File: src/rtl/sonar_uc_pkg.sv
// sonar_uc_pkg: shared constants for the sonar sweep control unit.
//   - 4-bit state codes reported on db_estado
//   - default number of measurement retries after an echo timeout
//   - number of characters in one "AAA,DDD#" frame
package sonar_uc_pkg;

  localparam logic [3:0] INICIAL        = 4'd0;
  localparam logic [3:0] ESPERA         = 4'd1;
  localparam logic [3:0] MEDE           = 4'd2;
  localparam logic [3:0] AGUARDA_MEDIDA = 4'd3;
  localparam logic [3:0] FALHA_ECHO     = 4'd4;
  localparam logic [3:0] TRANSMITE      = 4'd5;
  localparam logic [3:0] AGUARDA_TX     = 4'd6;
  localparam logic [3:0] PROXIMO        = 4'd7;
  localparam logic [3:0] AVANCA         = 4'd8;

  localparam int MAX_RETRIES_DEFAULT = 2;
  localparam int FRAME_LEN           = 8;

endpackage

File: src/rtl/sonar_uc.sv
// sonar_uc: control unit for the sonar sweep datapath.
// Each sweep step (started by a 2 s pulse) performs one distance measurement,
// sends the 8-character frame one character at a time, then advances the
// servo angle. Echo timeouts are retried up to MAX_RETRIES times; once the
// retries are exhausted the angle is skipped and db_falha is latched.
//
// Ports:
//   clock, reset            system clock, synchronous active-high reset
//   ligar                   sweep enable (honoured only while waiting)
//   pronto_medida           measurement done pulse
//   timeout_echo            echo timeout reached
//   pronto_transmissao      character sent pulse
//   fim_serial              ASCII selector at the last character
//   dois_segundos           2 s interval pulse
//   reset_circuito .. conta_angulo   datapath control strobes (Moore outputs)
//   db_falha                sticky skipped-angle flag
//   db_estado               current state code
//
// state          | meaning
// INICIAL   (0)  | idle, datapath held cleared
// ESPERA    (1)  | enabled, waiting for the 2 s pulse
// MEDE      (2)  | fire one measurement, clear echo timeout
// AGUARDA_MEDIDA (3) | wait for measurement or echo timeout
// FALHA_ECHO(4)  | timeout: retry or give up on this angle
// TRANSMITE (5)  | start sending the current character
// AGUARDA_TX(6)  | wait for the character to finish
// PROXIMO   (7)  | step the ASCII selector, loop or finish frame
// AVANCA    (8)  | advance servo angle
module sonar_uc
  import sonar_uc_pkg::*;
#(
  parameter int MAX_RETRIES = MAX_RETRIES_DEFAULT
) (
  input  logic       clock,
  input  logic       reset,
  input  logic       ligar,
  input  logic       pronto_medida,
  input  logic       timeout_echo,
  input  logic       pronto_transmissao,
  input  logic       fim_serial,
  input  logic       dois_segundos,
  output logic       reset_circuito,
  output logic       medir,
  output logic       zera_timeout_echo,
  output logic       conta_timeout_echo,
  output logic       partida_serial,
  output logic       zera_contador_ascii,
  output logic       conta_ascii,
  output logic       conta_angulo,
  output logic       db_falha,
  output logic [3:0] db_estado
);

  localparam logic [2:0] RETRY_LIMIT = 3'(MAX_RETRIES);

  logic [3:0] state_q, state_d;
  logic [2:0] retry_q, retry_d;
  logic       db_falha_q, db_falha_d;

  always_comb begin
    state_d    = state_q;
    retry_d    = retry_q;
    db_falha_d = db_falha_q;
    case (state_q)
      INICIAL: if (ligar) state_d = ESPERA;
      ESPERA: begin
        retry_d = '0;
        if (!ligar)             state_d = INICIAL;
        else if (dois_segundos) state_d = MEDE;
      end
      MEDE:           state_d = AGUARDA_MEDIDA;
      // A completed measurement beats a simultaneous timeout.
      AGUARDA_MEDIDA: begin
        if (pronto_medida)     state_d = TRANSMITE;
        else if (timeout_echo) state_d = FALHA_ECHO;
      end
      FALHA_ECHO: begin
        if (retry_q < RETRY_LIMIT) begin
          retry_d = retry_q + 3'd1;
          state_d = MEDE;
        end else begin
          retry_d    = '0;
          db_falha_d = 1'b1;
          state_d    = AVANCA;
        end
      end
      TRANSMITE:  state_d = AGUARDA_TX;
      AGUARDA_TX: if (pronto_transmissao) state_d = PROXIMO;
      // fim_serial still reflects the selector before this cycle's increment.
      PROXIMO:    state_d = fim_serial ? AVANCA : TRANSMITE;
      AVANCA:     state_d = ESPERA;
      default:    state_d = INICIAL;
    endcase
    if (state_d == INICIAL) db_falha_d = 1'b0;
  end

  always_ff @(posedge clock) begin
    if (reset) begin
      state_q    <= INICIAL;
      retry_q    <= '0;
      db_falha_q <= 1'b0;
    end else begin
      state_q    <= state_d;
      retry_q    <= retry_d;
      db_falha_q <= db_falha_d;
    end
  end

  always_comb begin
    reset_circuito      = 1'b0;
    medir               = 1'b0;
    zera_timeout_echo   = 1'b0;
    conta_timeout_echo  = 1'b0;
    partida_serial      = 1'b0;
    zera_contador_ascii = 1'b0;
    conta_ascii         = 1'b0;
    conta_angulo        = 1'b0;
    case (state_q)
      INICIAL: begin
        reset_circuito      = 1'b1;
        zera_contador_ascii = 1'b1;
        zera_timeout_echo   = 1'b1;
      end
      MEDE: begin
        medir             = 1'b1;
        zera_timeout_echo = 1'b1;
      end
      AGUARDA_MEDIDA: conta_timeout_echo = 1'b1;
      TRANSMITE:      partida_serial     = 1'b1;
      PROXIMO:        conta_ascii        = 1'b1;
      AVANCA: begin
        conta_angulo        = 1'b1;
        zera_contador_ascii = 1'b1;
      end
      default: ;
    endcase
  end

  assign db_falha  = db_falha_q;
  assign db_estado = state_q;

endmodule

File: config.mk
export PLATFORM = sky130hd
export DESIGN_NAME = sonar_uc
export DESIGN_NICKNAME = d
export VERILOG_FILES = /design/src/rtl/sonar_uc_pkg.sv /design/src/rtl/sonar_uc.sv
export SDC_FILE = /design/constraint.sdc
export NUM_CORES = 1
export LEC_CHECK = 0
export CAP_MARGIN = 10
export CORE_AREA = 5 5 42 44
export CTS_BUF_LIST = sky130_fd_sc_hd__clkbuf_16
export CTS_CLUSTER_SIZE = 16
export DETAILED_ROUTE_END_ITERATION = 6
export DIE_AREA = 0 0 47 49
export GPL_ROUTABILITY_DRIVEN = 1
export HOLD_SLACK_MARGIN = 0.1
export PLACE_DENSITY_LB_ADDON = 0.3
export SLEW_MARGIN = 20
export SYNTH_ARGS = -nofsm -noshare
export SYNTH_HDL_FRONTEND = slang
export SYNTH_SLANG_ARGS = --single-unit
File: constraint.sdc
create_clock -name clock -period 2.3 [get_ports clock]
set_input_delay 0.46 -clock clock [delete_from_list [all_inputs] [get_ports clock]]
set_output_delay 0.46 -clock clock [all_outputs]
set_load 0.05 [all_outputs]
After elaboration in Yosys (flattened, before gate mapping) --
Cells that the tools add are included.
Cells by class: $mul 0, add/sub/neg operators 1, reductions and logical operators 7, eq/ne operators 8, div/mod/pow operators 0, order comparisons 1, multiplexer cells 19, bitwise logic cells 1, shift operators 0
Operators with widths (count):
- $pmux 4 s9 | 1
- $mux 4 | 8
- $eq 4x3->1 const B | 4
- $eq 4x2->1 const B | 2
- $logic_not 4->1 | 2
- $mux 1 | 8
- $pmux 3 s2 | 1
- $reduce_or 2->1 | 3
- $eq 4x1->1 const B | 1
- $eq 4x4->1 const B | 1
- $add 3x1->3 const B | 1
- $lt 3x2->1 const B | 1
- $mux 3 | 1
- $reduce_and 2->1 | 1
- $reduce_bool 2->1 | 1
- $not 1->1 | 1
Storage, ports and cells: memories kept 0, latch bits 0, output and inout bits 13, word-level logic and storage cells 40, bits in writable memories 0, bits in registers 8, memory bits (read-only) 0

Logic depth before layout (Yosys ltp) --
Gate-level depths: netlist (run 1).
depth in word-level cells 5, mapped depth 5, depth with buffers taken out 4

Worst setup path before layout (run 1) --
OpenSTA, ideal clock, no wires.
path type reg-to-output, start register state_q[3], in the netlist db_estado[3], end output port conta_angulo, stages on the path, launching flop included 4, arrival time 2055 ps, setup slack -215 ps, path buffers 1, cells stage by stage dfxtp_1 > buf_2 > inv_1 > nor3_1
On the way: longest elaborated chain between the ends 2
RTL lines:
- start: declaration | line sonar_uc.sv:56 | logic [3:0] state_q, state_d;
- start signal: assignment | line sonar_uc.sv:103 | state_q <= state_d;
- $eq 4x4->1 | line sonar_uc.sv:118 | case (state_q)
- $mux 1 | line sonar_uc.sv:118
- end: declaration | line sonar_uc.sv:49 | output logic conta_angulo,
No other way between the ends.

Final worst setup path (run 1) --
start register state_q[1], in the netlist db_estado[1], end output port db_estado[1]
RTL lines:
- end: declaration | line sonar_uc.sv:51 | output logic [3:0] db_estado
No word-level cell between the ends.

==> results of run 1 <==
power groups by stage:
stage,clock network [mW],registers (mW),logic (mW)
after detailed placement,0,0.148,0.109
after global routing,0.303,0.147,0.115
after floorplan,0,0.156,0.0646
after global placement,0,0.148,0.108
final,0.286,0.146,0.109
after CTS,0.293,0.146,0.109
worst max-delay path by stage:
stage | start | depth (start not counted) | endpoint | slack [ns]
global placement | ligar | 5 | db_falha | 0.43
global route | db_estado[1] | 1 | db_estado[1] | 0.11
floorplan | db_estado[3] | 3 | conta_angulo | 0.17
finish | db_estado[1] | 1 | db_estado[1] | 0.20
CTS | db_estado[1] | 1 | db_estado[1] | 0.19
detailed placement | ligar | 5 | db_falha | 0.40
cell type report:
cell class	count	area, um2	share of cell area [%]
Inverter	2	7.51	0.884
Sequential cell	8	160	18.9
Timing Repair Buffer	22	230	27.1
Clock buffer	3	75.1	8.84
Multi-Input combinational cell	52	357	42.0
Tap cell	16	20.0	2.36
cells by family after synthesis:
group                    after synthesis  synth area share [%]
AND/OR/NAND/NOR                       34                  36.8
AO/OA/AOI/OAI                         15                  20.8
buffers and inverters                  8                  6.37
flip-flops                             8                  30.2
XOR/XNOR                               1                  1.65
multiplexers                           1                  1.89
adder cells (fa/ha/maj)                1                  2.36
state kept, by name, indices dropped and copies added, names as in the netlist:
| register | cells |
|---|---|
| db_estado | 4 |
| db_falha | 1 |
| retry_q | 3 |
placed cells by master (no fill, tap or decap), types with 2 or more instances in the layout:
master,n
clkbuf_16,3
nand2b_1,4
nand2_1,2
clkdlybuf4s50_1,11
nor2_1,12
nand3_1,2
buf_4,8
inv_1,2
a21oi_1,4
a22oi_1,2
dfxtp_1,8
nor3_2,4
buf_12,3
metal layers:
metal / vias up / GRT usage, % / routed length [um]
met1: 262 / 18.1 / 615
met2: 27 / 16.5 / 569
li1: 289 / - / -
met3: 5 / 3.69 / 132
met4: 0 / 11.1 / 46
met5: - / 0 / 0
stage by stage:
stage | std cells | total power [mW]
CTS | 103 | 0.549
global placement | 100 | 0.256
global route | 103 | 0.565
finish | 103 | 0.541
floorplan | 68 | 0.221
detailed placement | 100 | 0.257
==> impl_metrics.ini, run 1 <==
[status]
status = finished clean

[logic_synthesis]
syn-mean-instance-area_um2 = 7.80
netlist.top_cell.by_area = dfxtp_1
synth_most_common_cell = nor2_1
ff_latch_count_synth = 8
synth_ff_type = dfxtp_1
syn_inst = 68
yosysUniqueCellTypes = 33
post_synth_most_frequent_cells = nor2_1, dfxtp_1, nor3_1
synth_area_um2 = 531
number_of_enable_type_register_cells_in_the_synthesized_netlist = 0
yosysSeqAreaShare_pct = 30.2
synthesis.yosys.warnings = 0
synthesis.nets = 77
synthArstFlopShare_pct = 0
synth.top_cells.by_area = dfxtp_1, nor2_1, nand2b_1
yosys.area.top_type_share_pct = 30.2

[placed_design]
gpl.final_weighted_congestion = 0.776
post_dp_cell_area_um2 = 774
pre_cts_slack_ns = 0.399
detailedPlacementHpwl_um = 1040
numPortBuffers = 20

[critical_path]
worstSetupPathType = reg2out
cp.arrival_ns = 1.64
r2r_start = db_estado[1]
cp_slowest_stage_delay_ns = 0.88
worst-r2r-cell-count = 4
cp_bufs_invs = 1
cp_top_family = buffers and inverters
worstSetupStartpointType = flip-flop
critPathCaptureType = output pin
crit-reg2reg-capture = db_falha
critical_path.slowest_cell = clkdlybuf4s50_1
worstPathMaxFanout = 14
worst-endpoint-required_ns = 1.84
regToRegSetupSlack_ns = 0.64
critical_path.cell_chain = clkdlybuf4s50_1

[clock_network]
max-clock-path-buffers = 2
cts_setup_buffers = 0
h-tree-depth = 1
numCtsBuffers = 3
cts.sinks = 8
ctsHoldBuffers = 0
clk_pin_slew_worst_paths_ns = 0.03
cts_root_buffer = clkbuf_16
tritoncts = yes
cts_resized = 0
worst_skew_pair.late_latency_ns = 0.23

[timing]
unrepaired_setup_endpoints_after_global_routing = false
slew_headroom_pct = 66.7
worstMarginPinSlew_ns = 0.498
tns_ns = 0
hold_viol = 0
timing.clock.skew_ns = 0.000247
fin_worst_hold_slack_ns = 0.535
timing.final.setup_violations = 0
post_route_clock_period_utilization_pct = 91.4
fin_ws_ns = 0.198
finalWorstPathRequiredPeriod_ns = 2.10
fmax_ghz = 0.476
timing_max_transition_violations_final = 0

[global_route]
grt-ovfl-total = 0
grt_antenna_before_repair = 0
grt_pass1_vias = 499
grt_first_pass_wirelength_um = 2190
track_usage_pct = 13.3
grt_max_degree = 15

[detailed_routing]
post_drt_via_cell_ratio = 5.66
drtAntennaViolNets = 0
detail_route.first_pass.iterations = 4
post_drt_wl_per_cell_um = 13.2
route.final.wire_length_um = 1360
post-route-drc-count = 0
total_via_count_after_detailed_routing = 583
drtIter0Drc = 18

[power]
combPwrFrac_pct = 20.2
power.clock.fraction_pct = 52.8
netSwitchingPower_mw = 0.134
powerDensity_nw_per_um2 = 636
seqPwrFrac_pct = 27.0
static-leakage-power_nw = 0.323
switching_share_pct = 24.8
p_int_mw = 0.407
ir_worst_vdd_uv = 560

[floorplanning]
std_cell_rows = 14
die_w_um = 47
floorplan.io_pins = 21
floorplan.initialDensity_pct = 37.9
die_area_um2 = 2300
core-area_um2 = 1400
die_h_um = 49

[layout]
layout-area-overhead-vs-synth_pct = 60.1
design_area_um2 = 850
nFillCells = 137
postLayoutCoreUtil_pct = 60.6
post_route_cells_drive_above_1_share_pct = 23.0
insertedDiodeCount = 0
final_nets = 98

[hold_path]
min_path_cells = 2
holdPathEnd = retry_q[0]
timing.hold.worst.start = retry_q[0]
worst_hold_path_type = reg2reg

[job]
maxCapViolCount = 0
Note: power is estimated with default switching activity, not from simulation.
==> run 2: changes to the inputs <==
--- a/config.mk
+++ b/config.mk
@@ -6,11 +6,11 @@
 export NUM_CORES = 1
 export LEC_CHECK = 0
 export CAP_MARGIN = 10
-export CORE_AREA = 5 5 42 44
+export CORE_AREA = 3 3 40 42
 export CTS_BUF_LIST = sky130_fd_sc_hd__clkbuf_16
 export CTS_CLUSTER_SIZE = 16
 export DETAILED_ROUTE_END_ITERATION = 6
-export DIE_AREA = 0 0 47 49
+export DIE_AREA = 0 0 43 45
 export GPL_ROUTABILITY_DRIVEN = 1
 export HOLD_SLACK_MARGIN = 0.1
 export PLACE_DENSITY_LB_ADDON = 0.3
==> constraint.sdc (replaced) <==
create_clock -name clock -period 2.1 [get_ports clock]
set_input_delay 0.42 -clock clock [delete_from_list [all_inputs] [get_ports clock]]
set_output_delay 0.42 -clock clock [all_outputs]
set_load 0.05 [all_outputs]
==> run 2 against run 1 <==
Design area is 4.0% higher. Sequential share of layout area decreased by 0.72 points. Sequential cell count unchanged. Register-to-register slack got worse by 0.30 ns. Routed wire length grew 2.9%. Combinational power grew 17%. Largest cell class unchanged.
==> impl_metrics.ini, run 2 (synthesized netlist as in run 1, its figures left out) <==
[status]
status = finished clean

[critical_path]
worst-endpoint-required_ns = 1.68
cp_top_family = simple AND/OR/NAND/NOR gates
cp.arrival_ns = 1.44
worstPathMaxFanout = 15
worstSetupStartpointType = flip-flop
r2r_start = db_estado[0]
worst-r2r-cell-count = 4
cp_bufs_invs = 1
crit-reg2reg-capture = db_falha
cp_slowest_stage_delay_ns = 0.43
critical_path.cell_chain = or2_1 -> nor3_2 -> buf_12
critical_path.slowest_cell = dfxtp_1
worstSetupPathType = reg2out
critPathCaptureType = output pin
regToRegSetupSlack_ns = 0.34

[clock_network]
cts_resized = 0
h-tree-depth = 1
ctsHoldBuffers = 0
clk_pin_slew_worst_paths_ns = 0.03
worst_skew_pair.late_latency_ns = 0.23
numCtsBuffers = 3
max-clock-path-buffers = 2
tritoncts = yes
cts_root_buffer = clkbuf_16
cts.sinks = 8
cts_setup_buffers = 0

[timing]
fin_ws_ns = 0.242
fmax_ghz = 0.538
hold_viol = 0
worstMarginPinSlew_ns = 0.493
slew_headroom_pct = 67.0
fin_worst_hold_slack_ns = 0.535
unrepaired_setup_endpoints_after_global_routing = false
timing.final.setup_violations = 0
tns_ns = 0
timing.clock.skew_ns = 0.00125
post_route_clock_period_utilization_pct = 88.5
timing_max_transition_violations_final = 0
finalWorstPathRequiredPeriod_ns = 1.86

[layout]
final_nets = 97
design_area_um2 = 883
insertedDiodeCount = 0
layout-area-overhead-vs-synth_pct = 66.5
layout.cells.most_common_list = nor2_1, dfxtp_1, clkdlybuf4s50_1, buf_12, buf_4
layout_commonest_cell = nor2_1
number_of_flip_flops_in_the_largest_register = 4
post_route_cells_drive_above_1_share_pct = 25.6
nFillCells = 105
stdcell_count = 101
postLayoutCoreUtil_pct = 68.7

[hold_path]
timing.hold.worst.start = retry_q[0]
min_path_cells = 2
worst_hold_path_type = reg2reg
holdPathEnd = retry_q[0]

[power]
powerDensity_nw_per_um2 = 681
p_int_mw = 0.456
power.clock.fraction_pct = 51.2
seqPwrFrac_pct = 27.6
netSwitchingPower_mw = 0.145
ir_worst_vdd_uv = 884
switching_share_pct = 24.1
total_power_mw = 0.601
static-leakage-power_nw = 0.340
combPwrFrac_pct = 21.2

[detailed_routing]
drtIter0Drc = 16
total_via_count_after_detailed_routing = 567
post_drt_via_cell_ratio = 5.61
drtAntennaViolNets = 0
post-route-drc-count = 0
route.final.wire_length_um = 1400
detail_route.first_pass.iterations = 4
post_drt_wl_per_cell_um = 13.9

[global_route]
grt_first_pass_wirelength_um = 2400
track_usage_pct = 16.4
grt-ovfl-total = 0
grt_antenna_before_repair = 0
grt_max_degree = 16
grt_pass1_vias = 555

[placed_design]
pre_cts_slack_ns = 0.253
detailedPlacementHpwl_um = 1040
gpl.final_weighted_congestion = 0.814
post_dp_cell_area_um2 = 808
numPortBuffers = 20
dp_cells = 98

[floorplanning]
core-area_um2 = 1280
die_w_um = 43
std_cell_rows = 13
die_h_um = 45
die_area_um2 = 1940
floorplan.initialDensity_pct = 41.3
floorplan.io_pins = 21

[job]
maxCapViolCount = 0
-- run 2: power by group through the flow --
stage	combinational, mW	sequential [mW]	clock, mW
finish	0.128	0.166	0.308
global route	0.135	0.168	0.323
CTS	0.128	0.165	0.316
detailed placement	0.128	0.168	0
global placement	0.127	0.168	0
floorplan	0.0708	0.171	0
-- run 2: layout make-up --
type | count | area (um2) | share of cell area (%)
Multi-Input combinational cell | 52 | 357 | 40.4
Timing Repair Buffer | 21 | 265 | 30.0
Sequential cell | 8 | 160 | 18.1
Clock buffer | 3 | 75.1 | 8.50
Tap cell | 15 | 18.8 | 2.12
Inverter | 2 | 7.51 | 0.850
-- run 2: worst max path at each step --
| stage | start | end | slack [ns] | cells after the start |
|---|---|---|---|---|
| global route | db_estado[0] | zera_contador_ascii | 0.13 | 3 |
| finish | db_estado[0] | conta_angulo | 0.24 | 3 |
| global placement | ligar | db_falha | 0.27 | 5 |
| floorplan | db_estado[3] | conta_angulo | 0.01 | 3 |
| detailed placement | ligar | db_falha | 0.25 | 5 |
| CTS | db_estado[0] | reset_circuito | 0.24 | 3 |
-- run 2: layer usage --
metal	share of wire [%]	GRT usage [%]
met1	42	20.1
met4	1.0	8.43
met2	49	26.9
met3	7.1	3.98
met5	0	0
-- run 2: worst min-delay path: cells and delay by family, from the launching register on --
kind,cells,cell delay (ns)
flip-flops,1,0.34
multiplexers,1,0.08
AND/OR/NAND/NOR,1,0.08
==> run 3: changes to the inputs <==
--- a/config.mk
+++ b/config.mk
@@ -12,6 +12,7 @@
 export DETAILED_ROUTE_END_ITERATION = 6
 export DIE_AREA = 0 0 43 45
 export GPL_ROUTABILITY_DRIVEN = 1
+export GPL_TIMING_DRIVEN = 0
 export HOLD_SLACK_MARGIN = 0.1
 export PLACE_DENSITY_LB_ADDON = 0.3
 export SLEW_MARGIN = 20
==> run 3 against run 2 <==
Design area fell by 7.9%. Via count unchanged. Largest cell class unchanged. Sequential share of layout area increased by 1.6 points. Worst setup slack worse by 0.17 ns. Sequential power decreased by 4%. Critical path type unchanged. Power is 1.2% lower. Non-clock buffer count increased by 4. Clock-buffer cell count is the same. Combinational power is 9% lower. Die area stayed put. Routed wire length decreased by 0.71%. Clock skew increased by 0.0023 ns.
==> impl_metrics.ini, run 3 (synthesized netlist as in run 1, its figures left out) <==
[status]
status = finished clean

[hold_path]
worst_hold_path_type = in2reg
timing.hold.worst.start = reset
min_path_cells = 2

[global_route]
track_usage_pct = 16.0
grt_max_degree = 11
grt_first_pass_wirelength_um = 2330
grt_antenna_before_repair = 0
grt_pass1_vias = 551
grt-ovfl-total = 0

[placed_design]
pre_cts_slack_ns = -0.0139
numPortBuffers = 19
detailedPlacementHpwl_um = 1040
gpl.final_weighted_congestion = 0.762

[floorplanning]
die_h_um = 45
floorplan.io_pins = 21
core-area_um2 = 1280
die_w_um = 43
floorplan.initialDensity_pct = 41.3
std_cell_rows = 13
die_area_um2 = 1940

[layout]
insertedDiodeCount = 0
layout_commonest_cell = nor2_1
final_nets = 101
number_of_flip_flops_in_the_largest_register = 4
layout.cells.most_common_list = nor2_1, clkdlybuf4s50_1, dfxtp_1, clkbuf_2
post_route_cells_drive_above_1_share_pct = 18.9
layout-area-overhead-vs-synth_pct = 53.3

[detailed_routing]
post-route-drc-count = 0
post_drt_via_cell_ratio = 5.40
drtAntennaViolNets = 0
post_drt_wl_per_cell_um = 13.3
total_via_count_after_detailed_routing = 567
detail_route.first_pass.iterations = 4
drtIter0Drc = 17
route.final.wire_length_um = 1390

[clock_network]
h-tree-depth = 1
cts.sinks = 8
cts_setup_buffers = 0
max-clock-path-buffers = 2
cts_root_buffer = clkbuf_16
clk_pin_slew_worst_paths_ns = 0.04
worst_skew_pair.late_latency_ns = 0.23
tritoncts = yes
numCtsBuffers = 3

[power]
netSwitchingPower_mw = 0.153
total_power_mw = 0.594
combPwrFrac_pct = 19.6
powerDensity_nw_per_um2 = 730
ir_worst_vdd_uv = 534
switching_share_pct = 25.8
power.clock.fraction_pct = 53.6
static-leakage-power_nw = 0.319
seqPwrFrac_pct = 26.8
p_int_mw = 0.441

[critical_path]
cp_bufs_invs = 2
critical_path.slowest_cell = dlygate4sd2_1
critPathCaptureType = output pin
worst-endpoint-required_ns = 1.68
worstSetupPathType = reg2out
cp.arrival_ns = 1.61
cp_slowest_stage_delay_ns = 0.54
r2r_start = db_estado[0]
worstPathMaxFanout = 10
worst-path-stages = 3
critical_path.cell_chain = buf_2 -> and4bb_1 -> dlygate4sd2_1
worst-r2r-cell-count = 5
worstSetupStartpointType = flip-flop
crit_start = db_estado[1]
cp_top_family = buffers and inverters

[job]
maxCapViolCount = 0

[timing]
timing_max_transition_violations_final = 0
unrepaired_setup_endpoints_after_global_routing = false
fmax_ghz = 0.493
post_route_clock_period_utilization_pct = 96.6
fin_ws_ns = 0.0715
timing.final.setup_violations = 0
finalWorstPathRequiredPeriod_ns = 2.03
worstMarginPinSlew_ns = 0.498
slew_headroom_pct = 66.7
hold_viol = 0
timing.clock.skew_ns = 0.00358
run 3: changes by cell type in the layout (fill, tap and decap cells not counted):
cell / delta
buf_1: +1
buf_12: -7
buf_2: +3
buf_4: -6
clkbuf_1: +1
clkbuf_2: +5
clkdlybuf4s15_1: +2
clkdlybuf4s50_1: +3
dlygate4sd2_1: +2
run 3: layout make-up:
type                            count  area, um2
Tap cell                           15       18.8
Clock buffer                        3       75.1
Sequential cell                     8        160
Timing Repair Buffer               19        168
Multi-Input combinational cell     52        357
Fill cell                         109        472
Inverter                            2       7.51
Buffer                              6       27.5
run 3: worst paths after layout:
kind                                      endpoint  slack [ns]
worst max register to register            db_falha        0.44
worst max-delay path            conta_timeout_echo        0.07
worst min register to register          retry_q[0]        0.54
worst min-delay path                  db_estado[0]        0.50
run 3: power by group through the flow:
stage,sequential (mW),clock [mW],combinational [mW]
floorplan,0.171,0,0.0708
global placement,0.161,0,0.122
detailed placement,0.162,0,0.123
CTS,0.159,0.325,0.117
global route,0.160,0.330,0.123
finish,0.159,0.318,0.116
run 3: per-layer routing:
layer	part of all wire [%]	global-route usage [%]	routed length [um]
met1	47	20.2	656
met2	45	24.9	627
met3	6.2	3.98	87
met4	1.6	9.04	22
met5	0	0	0
run 3: per-stage QoR:
| stage | std cells | setup TNS, ns | area [um2] | utilization [%] | hold slack, ns |
|---|---|---|---|---|---|
| final | 105 | 0 | 813 | 63.3 | 0.501 |
| after global routing | 105 | 0 | 813 | 63.3 | 0.524 |
| after CTS | 105 | 0 | 826 | 64.3 | 0.504 |
| after detailed placement | 102 | -0.0262 | 759 | 59.1 | 0.537 |
| after global placement | 102 | -0.00956 | 759 | 59.1 | 0.509 |
| after floorplan | 68 | 0 | 551 | - | 0.495 |
run 3: what timing repair did:
action / in CTS / in global routing
hold buffers: 0 / 0
resized for setup: 9 / 10
setup endpoints to repair: 8 / 6
pin swaps: 0 / 0
